<file path="config.mk">
export PLATFORM = sky130hd
export DESIGN_NAME = mem_wb_ctrl
export DESIGN_NICKNAME = d
export VERILOG_FILES = /design/src/rtl/mem_wb_ctrl.sv
export SDC_FILE = /design/constraint.sdc
export NUM_CORES = 1
export LEC_CHECK = 0
export CORE_MARGIN = 10
export CORE_UTILIZATION = 45
export DETAILED_ROUTE_END_ITERATION = 6
export DONT_BUFFER_PORTS = 1
export GPL_ROUTABILITY_DRIVEN = 0
export MAX_ROUTING_LAYER = met4
export SYNTH_ARGS = -nofsm -noshare
export SYNTH_HDL_FRONTEND = slang
export SYNTH_SLANG_ARGS = --single-unit
</file>
<file path="constraint.sdc">
create_clock -name clk -period 5.35 [get_ports clk]
set_input_delay 1.07 -clock clk [delete_from_list [all_inputs] [get_ports clk]]
set_output_delay 1.07 -clock clk [all_outputs]
set_load 0.01 [all_outputs]
</file>
<file path="src/rtl/mem_wb_ctrl.sv">
// Writeback-stage sequencer for the 16-bit WISC core: decodes the destination and
// writeback source, runs LD/ST/STU through a multi-cycle memory handshake, fires one write.
module mem_wb_ctrl #(
  parameter int TIMEOUT = 32
) (
  input  logic        clk,
  input  logic        rst,
  input  logic        issue,
  input  logic [15:0] instr,
  input  logic        mem_ready,
  input  logic        mem_done,
  input  logic        mem_err,
  input  logic [15:0] mem_rdata,
  output logic        mem_req,
  output logic        mem_wr,
  output logic        stall,
  output logic        wb_en,
  output logic [1:0]  wb_sel,
  output logic [2:0]  wb_reg,
  output logic [15:0] ld_data,
  output logic        err
);

  localparam int CNT_W = $clog2(TIMEOUT + 1);
  localparam logic [CNT_W-1:0] TO_CNT = CNT_W'(TIMEOUT);

  typedef enum logic [2:0] {
    S_IDLE,
    S_REQ,
    S_WAIT,
    S_DONE,
    S_ERR
  } state_t;

  state_t           state_q, state_d;
  logic [CNT_W-1:0] cnt_q, cnt_d, cnt_inc;
  logic             mem_req_q, mem_req_d;
  logic             mem_wr_q, mem_wr_d;
  logic             stall_q, stall_d;
  logic             wb_en_q, wb_en_d;
  logic [1:0]       wb_sel_q, wb_sel_d;
  logic [2:0]       wb_reg_q, wb_reg_d;
  logic [15:0]      ld_data_q, ld_data_d;
  logic             err_q, err_d;
  logic             mwr_q, mwr_d;
  logic             is_ld_q, is_ld_d;

  logic [4:0]       op;
  logic             dec_wr, dec_mem, dec_st;
  logic [1:0]       dec_sel;
  logic [2:0]       dec_reg;
  logic             mem_fin;

  assign op = instr[15:11];

  always_comb begin
    dec_wr  = 1'b0;
    dec_sel = 2'd0;
    dec_reg = 3'd0;
    dec_mem = 1'b0;
    dec_st  = 1'b0;
    casez (op)
      5'b11011, 5'b111??: begin
        dec_wr  = 1'b1;
        dec_reg = instr[4:2];
      end
      5'b010??, 5'b101??, 5'b11001: begin
        dec_wr  = 1'b1;
        dec_reg = instr[7:5];
      end
      5'b10001: begin
        dec_wr  = 1'b1;
        dec_reg = instr[7:5];
        dec_sel = 2'd1;
        dec_mem = 1'b1;
      end
      5'b11000, 5'b10010: begin
        dec_wr  = 1'b1;
        dec_reg = instr[10:8];
      end
      5'b10011: begin
        dec_wr  = 1'b1;
        dec_reg = instr[10:8];
        dec_mem = 1'b1;
        dec_st  = 1'b1;
      end
      5'b10000: begin
        dec_mem = 1'b1;
        dec_st  = 1'b1;
      end
      5'b0011?: begin
        dec_wr  = 1'b1;
        dec_reg = 3'd7;
        dec_sel = 2'd2;
      end
      default: ;
    endcase
  end

  // Saturating count of cycles spent in REQ/WAIT.
  assign cnt_inc = (cnt_q == TO_CNT) ? cnt_q : cnt_q + 1'b1;
  // In REQ, completion also needs the request to be accepted in the same cycle.
  assign mem_fin = (state_q == S_WAIT) ? mem_done : (mem_ready & mem_done);

  always_comb begin
    state_d   = state_q;
    cnt_d     = cnt_q;
    mem_req_d = mem_req_q;
    mem_wr_d  = mem_wr_q;
    stall_d   = stall_q;
    wb_en_d   = 1'b0;
    wb_sel_d  = wb_sel_q;
    wb_reg_d  = wb_reg_q;
    ld_data_d = ld_data_q;
    err_d     = err_q;
    mwr_d     = mwr_q;
    is_ld_d   = is_ld_q;
    case (state_q)
      S_IDLE: begin
        if (issue && dec_mem) begin
          state_d   = S_REQ;
          cnt_d     = '0;
          mem_req_d = 1'b1;
          mem_wr_d  = dec_st;
          stall_d   = 1'b1;
          wb_sel_d  = dec_sel;
          wb_reg_d  = dec_reg;
          mwr_d     = dec_wr;
          is_ld_d   = ~dec_st;
        end else if (issue && dec_wr) begin
          wb_en_d  = 1'b1;
          wb_sel_d = dec_sel;
          wb_reg_d = dec_reg;
        end
      end
      S_REQ, S_WAIT: begin
        cnt_d = cnt_inc;
        if (mem_err) begin
          state_d   = S_ERR;
          err_d     = 1'b1;
          stall_d   = 1'b1;
          mem_req_d = 1'b0;
          mem_wr_d  = 1'b0;
        end else if (mem_fin) begin
          state_d   = S_DONE;
          stall_d   = 1'b0;
          mem_req_d = 1'b0;
          mem_wr_d  = 1'b0;
          wb_en_d   = mwr_q;
          if (is_ld_q) ld_data_d = mem_rdata;
        end else if (cnt_inc == TO_CNT) begin
          state_d   = S_ERR;
          err_d     = 1'b1;
          stall_d   = 1'b1;
          mem_req_d = 1'b0;
          mem_wr_d  = 1'b0;
        end else if (state_q == S_REQ && mem_ready) begin
          state_d   = S_WAIT;
          mem_req_d = 1'b0;
          mem_wr_d  = 1'b0;
        end
      end
      S_DONE:  state_d = S_IDLE;
      S_ERR:   state_d = S_ERR;
      default: state_d = S_IDLE;
    endcase
  end

  always_ff @(posedge clk or posedge rst) begin
    if (rst) begin
      state_q   <= S_IDLE;
      cnt_q     <= '0;
      mem_req_q <= 1'b0;
      mem_wr_q  <= 1'b0;
      stall_q   <= 1'b0;
      wb_en_q   <= 1'b0;
      wb_sel_q  <= 2'd0;
      wb_reg_q  <= 3'd0;
      ld_data_q <= 16'd0;
      err_q     <= 1'b0;
      mwr_q     <= 1'b0;
      is_ld_q   <= 1'b0;
    end else begin
      state_q   <= state_d;
      cnt_q     <= cnt_d;
      mem_req_q <= mem_req_d;
      mem_wr_q  <= mem_wr_d;
      stall_q   <= stall_d;
      wb_en_q   <= wb_en_d;
      wb_sel_q  <= wb_sel_d;
      wb_reg_q  <= wb_reg_d;
      ld_data_q <= ld_data_d;
      err_q     <= err_d;
      mwr_q     <= mwr_d;
      is_ld_q   <= is_ld_d;
    end
  end

  // Stall must rise in the issue cycle itself, before the FSM has registered anything.
  assign stall   = stall_q | ((state_q == S_IDLE) & issue & dec_mem);
  assign mem_req = mem_req_q;
  assign mem_wr  = mem_wr_q;
  assign wb_en   = wb_en_q;
  assign wb_sel  = wb_sel_q;
  assign wb_reg  = wb_reg_q;
  assign ld_data = ld_data_q;
  assign err     = err_q;

endmodule
</file>
==> results by stage, run 1 <==
Clock tree:
- The CTS tree is yes.
- No sink is reached through more buffers than the 2 on the longest clock path.
- The post-cts resize count is 0.
- The clock input transition at the sequential cells of the worst setup and hold paths is 0.07 ns.
- The number of levels in the clock H-tree is 2.
- The clock sink count is 37.
- The CTS buffer count is 5.
- The source-to-sink clock delay at the later pin of the worst-skew pair is 0.29 ns.
- In this run the clock root is driven by a clkbuf_8.
- The setup fix buffers added after clock tree synthesis is 0.
- Buffers inserted to repair hold after CTS numbered 0.

Synthesis:
- The count of flip-flops with a built-in enable after synthesis is 0.
- During synthesis, Yosys emitted a total of 0 warnings.
- The distinct cell type count after synthesis is 46.
- The sequential-to-total area share from yosys stat is 47.59%.
- The largest area contributor in the netlist is dfrtp_1.
- Sorting the synthesized cells by area gives the leading types as dfrtp_1 48%, mux2_2 9.3%, o21ai_0 3.6%, nand2_1 3.5%, nor2_1 2.3%.
- In the post-synthesis netlist, the cell with the most instances is dfrtp_1.
- Each instance of the synthesized netlist takes up on average 10.40 um^2.
- In the synthesized netlist, the number of instances is 187.
- The synthesized design contains 37 register bits.
- The share of Yosys cell area claimed by the top area cell type is 47.59%.
- The area of the mapped netlist is 0.001946 mm^2.
- The most used flip-flop cell after synthesis is dfrtp_1.
- The commonest cells after synthesis are 37 x dfrtp_1, 18 x nand2_1, 16 x mux2_2.
- The net count after synthesis is 227.
- After synthesis, the share of flip-flops with an asynchronous set or reset is 100.0%.

Worst setup path:
- The worst setup path is captured at an output port.
- The slowest stage of the critical path is the nor3_1 cell.
- The arrival time reported for the critical path endpoint is 1.94 ns.
- The cell family contributing the most delay on the critical path is simple AND/OR/NAND/NOR gates.
- Together, buffers and inverters on the worst path number 0.
- Setup slack on the worst reg-to-reg path comes out at 2.88 ns.
- The worst setup path is of the primary input to output port kind.
- Of all nets on the critical path, the largest fanout is 7.
- The worst setup path is launched from a primary input.
- The signal on the critical path passes through nand2b_1 -> nor3_1 -> nand2_1 -> nand2_1.
- The most used cell along the critical path is nand2_1.
- The required time reported for the critical path endpoint is 4.28 ns.
- The stage delay of the slowest cell on the critical path is 0.28 ns.

Worst hold path:
- The min-delay analysis places its worst path in the category flop to flop.

Placement:
- Detailed placement finished with a half-perimeter wire length of 3.589 mm.
- Buffers placed on the I/O ports in this run total 0.

Timing:
- The final number of hold-violating endpoints is 0.
- Final hold analysis gives a worst-case slack of 0.4868 ns.
- The routed design could run at a clock period as short as 3.012 ns.
- The setup TNS is 0 ns.
- Timing would allow up to 0.3320 GHz.
- In the finished design, the share of the clock period the worst path needs comes to 56.29%.
- In this run the tightest slew margin relative to its limit is 56.85%.
- The number of max-slew violations in the final report is 0.
- The actual slew at the worst max-slew pin is 0.6465 ns.
- Setup repair after global routing left no endpoint under its margin.
- Setup violations remaining at the end of the flow were counted as 0.
- The worst clock skew on the final layout is 0.007004 ns.

Power and ir drop:
- The switching power as a share of total power is 34.04%.
- The net switching power figure is 0.3008 mW.
- The sequential cell fraction of total power is 51.0%.
- The total power per unit cell area is 423.0 mW/mm^2.
- The leakage power is 0.9581 nW.
- Across the VDD grid, the largest voltage drop is 181.0 uV.
- The clock network burns 27.5% of the power.
- Combinational cells account for 21.5% of the total power.
- Internal power comes to 0.5829 mW.

Floorplanning:
- The area of the core region is 0.004086 mm^2.
- The cell row count is 23.
- The floorplan die height is 85.76 um.
- The effective utilization at floorplan is 47.61%.
- The number of placed I/O pins is 64.
- The area of the die is 0.007354 mm^2.
- From left edge to right edge, the die measures 85.76 um.

Global route:
- The largest net degree at the start of global routing is 21.
- The number of antenna violations at the first check in global routing is 0.
- The global-route congestion overflow total is 0.
- Global routing used 12.93% of the available tracks across all layers.
- The via count of the first global-routing pass is 1532.
- The global-route wire length before repair is 7.548 mm.

Run:
- The max-capacitance violation count is 0.

Cells and area:
- The net count of the finished layout is 227.
- The post-route netlist has 17.55% of its cells at a drive strength greater than 1.
- The area growth from synthesis to final layout is 7.395%.
- The number of antenna diodes in the final layout is 0.
- The number of flip-flops in the largest register is 16.

Route:
- After detailed routing, the number of remaining DRC violations is 0.
- In the final routed layout, each cell accounts on average for 18.93 um.
- The number of vias in the routed layout is 1454.
- The count of nets left with antenna violations after detail routing is 0.
- The first-pass detailed-route iteration total is 4.
- The final routed wirelength across all metal layers is 4.505 mm.
- In the routed layout, each cell is associated on average with a via count of 6.109.
- The iteration-0 DRC count of the detailed router is 141.

Run status:
- The run finished with clean final reports.
[layer usage]
metal,vias to the layer above,global-route usage [%],part of all wire (%)
met2,50,21.53,51
met1,716,13.20,38
li1,682,-,-
met4,0,3.593,1.0
met5,-,-,0
met3,6,6.433,9.8
[worst register-to-register path: cells and delay by family, from the launching register on]
kind	cells	cell delay, ns
AOI/OAI and AO/OA	1	0.42
adders and majority gates	1	0.20
buffers and inverters	1	0.08
DFF	1	0.49
muxes	1	0.30
and+or+nand+nor	3	0.87
[power by group through the flow]
stage / combinational (mW) / sequential, mW / clock (mW)
global route: 0.213 / 0.465 / 0.267
global placement: 0.180 / 0.454 / 0
CTS: 0.190 / 0.453 / 0.252
floorplan: 0.182 / 0.415 / 0
finish: 0.190 / 0.451 / 0.243
detailed placement: 0.188 / 0.459 / 0
[cell families after synthesis]
family          after synthesis  synth area share [%]
simple gates                 63                 17.75
mux                          19                 11.06
compound gates               48                 17.23
fa+ha+maj                     2                 1.286
flops                        37                 47.59
xor+xnor                      4                 1.801
buf+inv                      14                 3.279
[stage by stage]
step / setup WS [ns] / cell area (um^2) / total power, mW / cells / util [%]
floorplan: 2.465 / 1946 / 0.5963 / 187 / -
global placement: 2.367 / 1974 / 0.6341 / 230 / 48.32
detailed placement: 2.342 / 1974 / 0.6463 / 230 / 48.32
CTS: 2.338 / 2090 / 0.8953 / 238 / 51.13
global route: 2.197 / 2090 / 0.9441 / 238 / 51.13
finish: 2.338 / 2090 / 0.8838 / 238 / 51.13
[layout make-up]
cell class	count	area (um^2)
clock inverters	3	46.29
clock buffers	5	68.82
fillers	373	1997
inverters	6	22.52
flip-flops and latches	37	925.9
well taps	50	62.56
multi-input cells	136	955.9
repair buffers	1	7.507
[worst paths after layout]
check,start,end,cells past startpoint
min,is_ld_q$_DFFE_PP0P_,is_ld_q$_DFFE_PP0P_,1
min reg2reg,is_ld_q$_DFFE_PP0P_,is_ld_q$_DFFE_PP0P_,1
max in group asynchronous,rst,cnt_q[5]$_DFFE_PP0P_,2
max reg2reg,cnt_q[0]$_DFFE_PP0P_,state_q[1]$_DFFE_PP0P_,7
max,instr[13],stall,4
min in group asynchronous,rst,ld_data[3]$_DFFE_PP0P_,1
[placed cells by master (no fill, tap or decap), types with 2 or more instances in the layout]
cell type  netlist  final
a222oi_1         3      3
mux2_2          16     16
o21ai_0         14     14
mux2i_1          2      2
nand2_1         18     18
inv_1            6      6
a31oi_1          2      2
nand2b_1         4      4
a21o_1           2      2
a22oi_1          3      3
xnor2_1          3      3
and3b_1          2      2
o22ai_1          2      2
nor2_1          12     12
and2_1           2      2
o31ai_1          4      4
nand3_1          6      6
dfrtp_1         37     37
nor3_1           5      5
nor2b_1          6      6
ha_1             2      2
a21oi_1          8      8
clkbuf_8         0      5
Power figures use the tool's default switching activity.
==> run 2: changes to the inputs <==
--- a/config.mk
+++ b/config.mk
@@ -5,6 +5,7 @@
 export SDC_FILE = /design/constraint.sdc
 export NUM_CORES = 1
 export LEC_CHECK = 0
+export ABC_AREA = 1
 export CORE_MARGIN = 10
 export CORE_UTILIZATION = 45
 export DETAILED_ROUTE_END_ITERATION = 6
==> constraint.sdc (replaced) <==
create_clock -name clk -period 2.4 [get_ports clk]
set_input_delay 0.48 -clock clk [delete_from_list [all_inputs] [get_ports clk]]
set_output_delay 0.48 -clock clk [all_outputs]
set_load 0.01 [all_outputs]
==> results by stage, run 2 <==
Run status:
- The run finished with clean final reports.

Synthesis:
- The share of synthesized registers carrying an async set or reset is 100.0%.
- Sorting the synthesized cells by area gives the leading types as dfrtp_1 49%, nand2_1 13%, mux2_4 7.9%, nand3_1 5.5%, inv_1 5.1%.
- The cell with the most instances after synthesis is nand2_1.
- Sorting the synthesized cells by how often they occur yields 64 x nand2_1, 37 x dfrtp_1, 26 x inv_1.
- After synthesis the cells add up to 0.001901 mm^2.
- The mean area per synthesized cell is 8.881 um^2.
- Counting flops with a built-in enable in the synthesized netlist gives 0.
- The predominant post-synthesis flop cell is dfrtp_1.
- The net count after synthesis is 254.
- Sequential cells were found to cover 48.72% of the synthesized design area.
- In this run, distinct cell masters in the synthesized netlist total 22.
- The count of synthesis-stage warnings from yosys is 0.
- The share of Yosys cell area claimed by the top area cell type is 48.72%.
- The post-synthesis instance total is 214.
- The largest area contributor in the netlist is dfrtp_1.
- The number of synthesized register bits is 37.

Cells and area:
- The share of layout cells above drive strength 1 is 15.77%.
- The most common cell after layout, fill and taps aside is nand2_1.
- The finished cells cover 0.002088 mm^2.
- The area growth from synthesis to layout is 9.875%.
- The register with the most flip-flops in the layout has 16 of them.
- The top cell types in the final layout, fill and taps aside, are 64 x nand2_1, 37 x dfrtp_1, 26 x inv_1.
- Fill cells in the final layout number 370.
- The number of antenna cells inserted is 0.
- The net count reported at finish is 261.

Power and ir drop:
- The clock network burns 25.0% of the power.
- The sequential cell fraction of total power is 44.0%.
- The total power per unit cell area is 1246 mW/mm^2.
- The internal portion of the total power is 1.637 mW.
- The power share of the combinational group is 31.0%.
- The net switching power figure is 0.9641 mW.
- VDD sags by at most 406.0 uV.
- The switching power as a share of total power is 37.06%.
- The leakage power is 1.117 nW.

Clock tree:
- The clock passes through at most 2 buffers.
- The clock sink count is 37.
- Clock tree synthesis inserted a total of 5 buffers.
- In this run, post-CTS hold repair placed 0 buffers.
- Once the clock tree was built, the setup fixing pass inserted 0 buffers.
- The post-cts resize count is 0.
- The H-tree generated during clock tree synthesis spans 2 levels.
- Clock-pin slew was measured on the worst setup and hold paths at 0.08 ns.
- The clock root buffer master is clkbuf_8.
- The source-to-sink clock delay at the later pin of the worst-skew pair is 0.29 ns.
- The CTS tree is yes.

Timing:
- The final number of hold-violating endpoints was 0.
- The number of max-slew violations in the final report is 0.
- The setup TNS is 0 ns.
- The setup-violating endpoint count in the final report is 0.
- The worst clock skew on the final layout is 0.009040 ns.
- The clock period could shrink to 1.980 ns.
- Based on the critical path, the design can be clocked at up to 0.5051 GHz.
- Setup repair after global routing left no endpoint under its margin.
- For the pin with the worst max-slew slack, the measured transition is 0.4635 ns.
- In the finished design, the share of the clock period the worst path needs comes to 82.49%.
- The worst slew margin relative to its limit is 69.10%.

Floorplanning:
- For this configuration, the core starts out at a cell density of 46.84%.
- The total area inside the core boundary comes to 0.004058 mm^2.
- The floorplan die height is 84.99 um.
- The die covers 0.007223 mm^2.
- The die is 84.99 um wide.
- The number of placed I/O pins is 64.
- The cell row count is 23.

Route:
- Summed over all layers, the routed wires come to 4.102 mm.
- Using the TritonRoute via totals, the vias-per-cell ratio works out to 5.132.
- The number of DRC violations after detailed routing is 0.
- The iteration-0 DRC count of the detailed router is 38.
- The pre-antenna-repair detailed-routing pass consisted of 4 iterations.
- The final routed wire length divided by cell count is 15.08 um.
- The count of nets left with antenna violations once routing finished came out at 0.
- The number of vias in the routed layout is 1396.

Global route:
- The via count of the first global-routing pass is 1479.
- In the global route stage, overall resource usage came out at 12.11%.
- The number of antenna violations at the first check in global routing is 0.
- The global-route wire length before repair is 7.024 mm.
- Entering global routing, the biggest net connects 38 pins.
- After global routing the overflow that remains totals 0.

Placement:
- The count of input and output buffers is 0.
- Summed over all nets, the half-perimeter wirelength after detailed placement is 3.189 mm.
- The post-place instance area is 0.001951 mm^2.

Worst setup path:
- The worst setup path is launched from a flop.
- The number of cells on the worst reg-to-reg path is 13.
- The cell with the largest stage delay on the worst path is dfrtp_1.
- The required time reported for the critical path endpoint is 1.92 ns.
- Traced cell by cell, the critical path runs through nor2_1 -> nand2_1 -> nor2_2 -> inv_2 -> nand2_1.
- The worst setup path is of the flop to output port kind.
- The worst setup slack for register-to-register paths is 0.66 ns.
- The most used cell along the critical path is nand2_1.
- Of all nets on the critical path, the largest fanout is 9.
- In this run the number of cells on the critical path is 5.
- The stage delay of the slowest cell on the critical path is 0.43 ns.
- STA puts the critical path data arrival time at 1.50 ns.
- The number of buffers and inverters on the critical path is 1.
- The endpoint kind of the worst setup timing path is an output port.
- The kind of cell with the highest combined delay along the critical path is simple AND/OR/NAND/NOR gates.

Worst hold path:
- The tightest min-delay check is of the primary input to asynchronous set/reset pin type.

Run:
- Across the run, the number of max-cap violations was 0.
==> run 2: cell count changes in the layout (fill, tap and decap cells not counted), moves of 6 or more <==
cell / before / now
nor2b_1: 6 / 0
nand2_1: 18 / 64
mux2_2: 16 / 6
mux2_4: 1 / 10
inv_1: 6 / 26
nand3_1: 6 / 21
a21oi_1: 8 / 2
nand4_1: 1 / 10
==> run 2: power groups by stage <==
stage / Combinational (mW) / Clock, mW / Sequential [mW]
floorplan: 0.692 / 0 / 1.09
global placement: 0.802 / 0 / 1.16
detailed placement: 0.814 / 0 / 1.17
CTS: 0.819 / 0.665 / 1.16
global route: 0.942 / 0.689 / 1.18
finish: 0.807 / 0.651 / 1.14
==> run 2: per-stage QoR <==
stage	util (%)	setup slack (ns)	instances	hold slack [ns]	total power, mW
global route	51.46	0.2206	272	0.2002	2.810
global placement	48.07	0.4750	264	0.5102	1.965
floorplan	-	0.6747	214	0.4925	1.784
CTS	51.46	0.3724	272	0.1870	2.641
detailed placement	48.07	0.4432	264	0.5137	1.980
finish	51.46	0.4203	272	0.1652	2.601
==> run 2: final cells by class <==
cell class	count	area [um^2]	area share [%]
sequential	37	925.9	44.34
multi-input combinational	148	849.6	40.68
inverter	28	105.1	5.033
clock buffer	5	68.82	3.295
clock inverter	3	68.82	3.295
tap	50	62.56	2.996
timing repair buffer	1	7.507	0.3595
==> run 2: per-layer routing <==
layer  part of all wire (%)  up-vias  global-route usage [%]
met2                     51       40                   20.44
met3                    7.0        6                   4.685
met5                      0        -                       -
li1                       -      704                       -
met1                     40      646                   12.13
met4                    1.4        0                   5.389
==> run 2: logic make-up (layout without fill, tap and decap cells) <==
| group | count (synthesis) | in the layout | synth area share (%) |
|---|---|---|---|
| AO/OA/AOI/OAI | 15 | 15 | 4.542 |
| XOR/XNOR | 2 | 2 | 0.9218 |
| adder cells (fa/ha/maj) | 2 | 2 | 1.316 |
| buffers and inverters | 29 | 37 | 6.583 |
| flip-flops | 37 | 37 | 48.72 |
| multiplexers | 16 | 16 | 11.45 |
| AND/OR/NAND/NOR | 113 | 113 | 26.46 |
==> run 2: worst paths after layout <==
kind / from / to
min in group clk: mem_rdata[1] / ld_data[1]$_DFFE_PP0P_
hold / removal: rst / ld_data[0]$_DFFE_PP0P_
setup reg to reg: cnt_q[0]$_DFFE_PP0P_ / state_q[1]$_DFFE_PP0P_
setup / recovery: state_q[0]$_DFFE_PP0P_ / stall
max in group asynchronous: rst / err$_DFFE_PP0P_
hold reg to reg: mwr_q$_DFFE_PP0P_ / wb_en$_DFF_PP0_
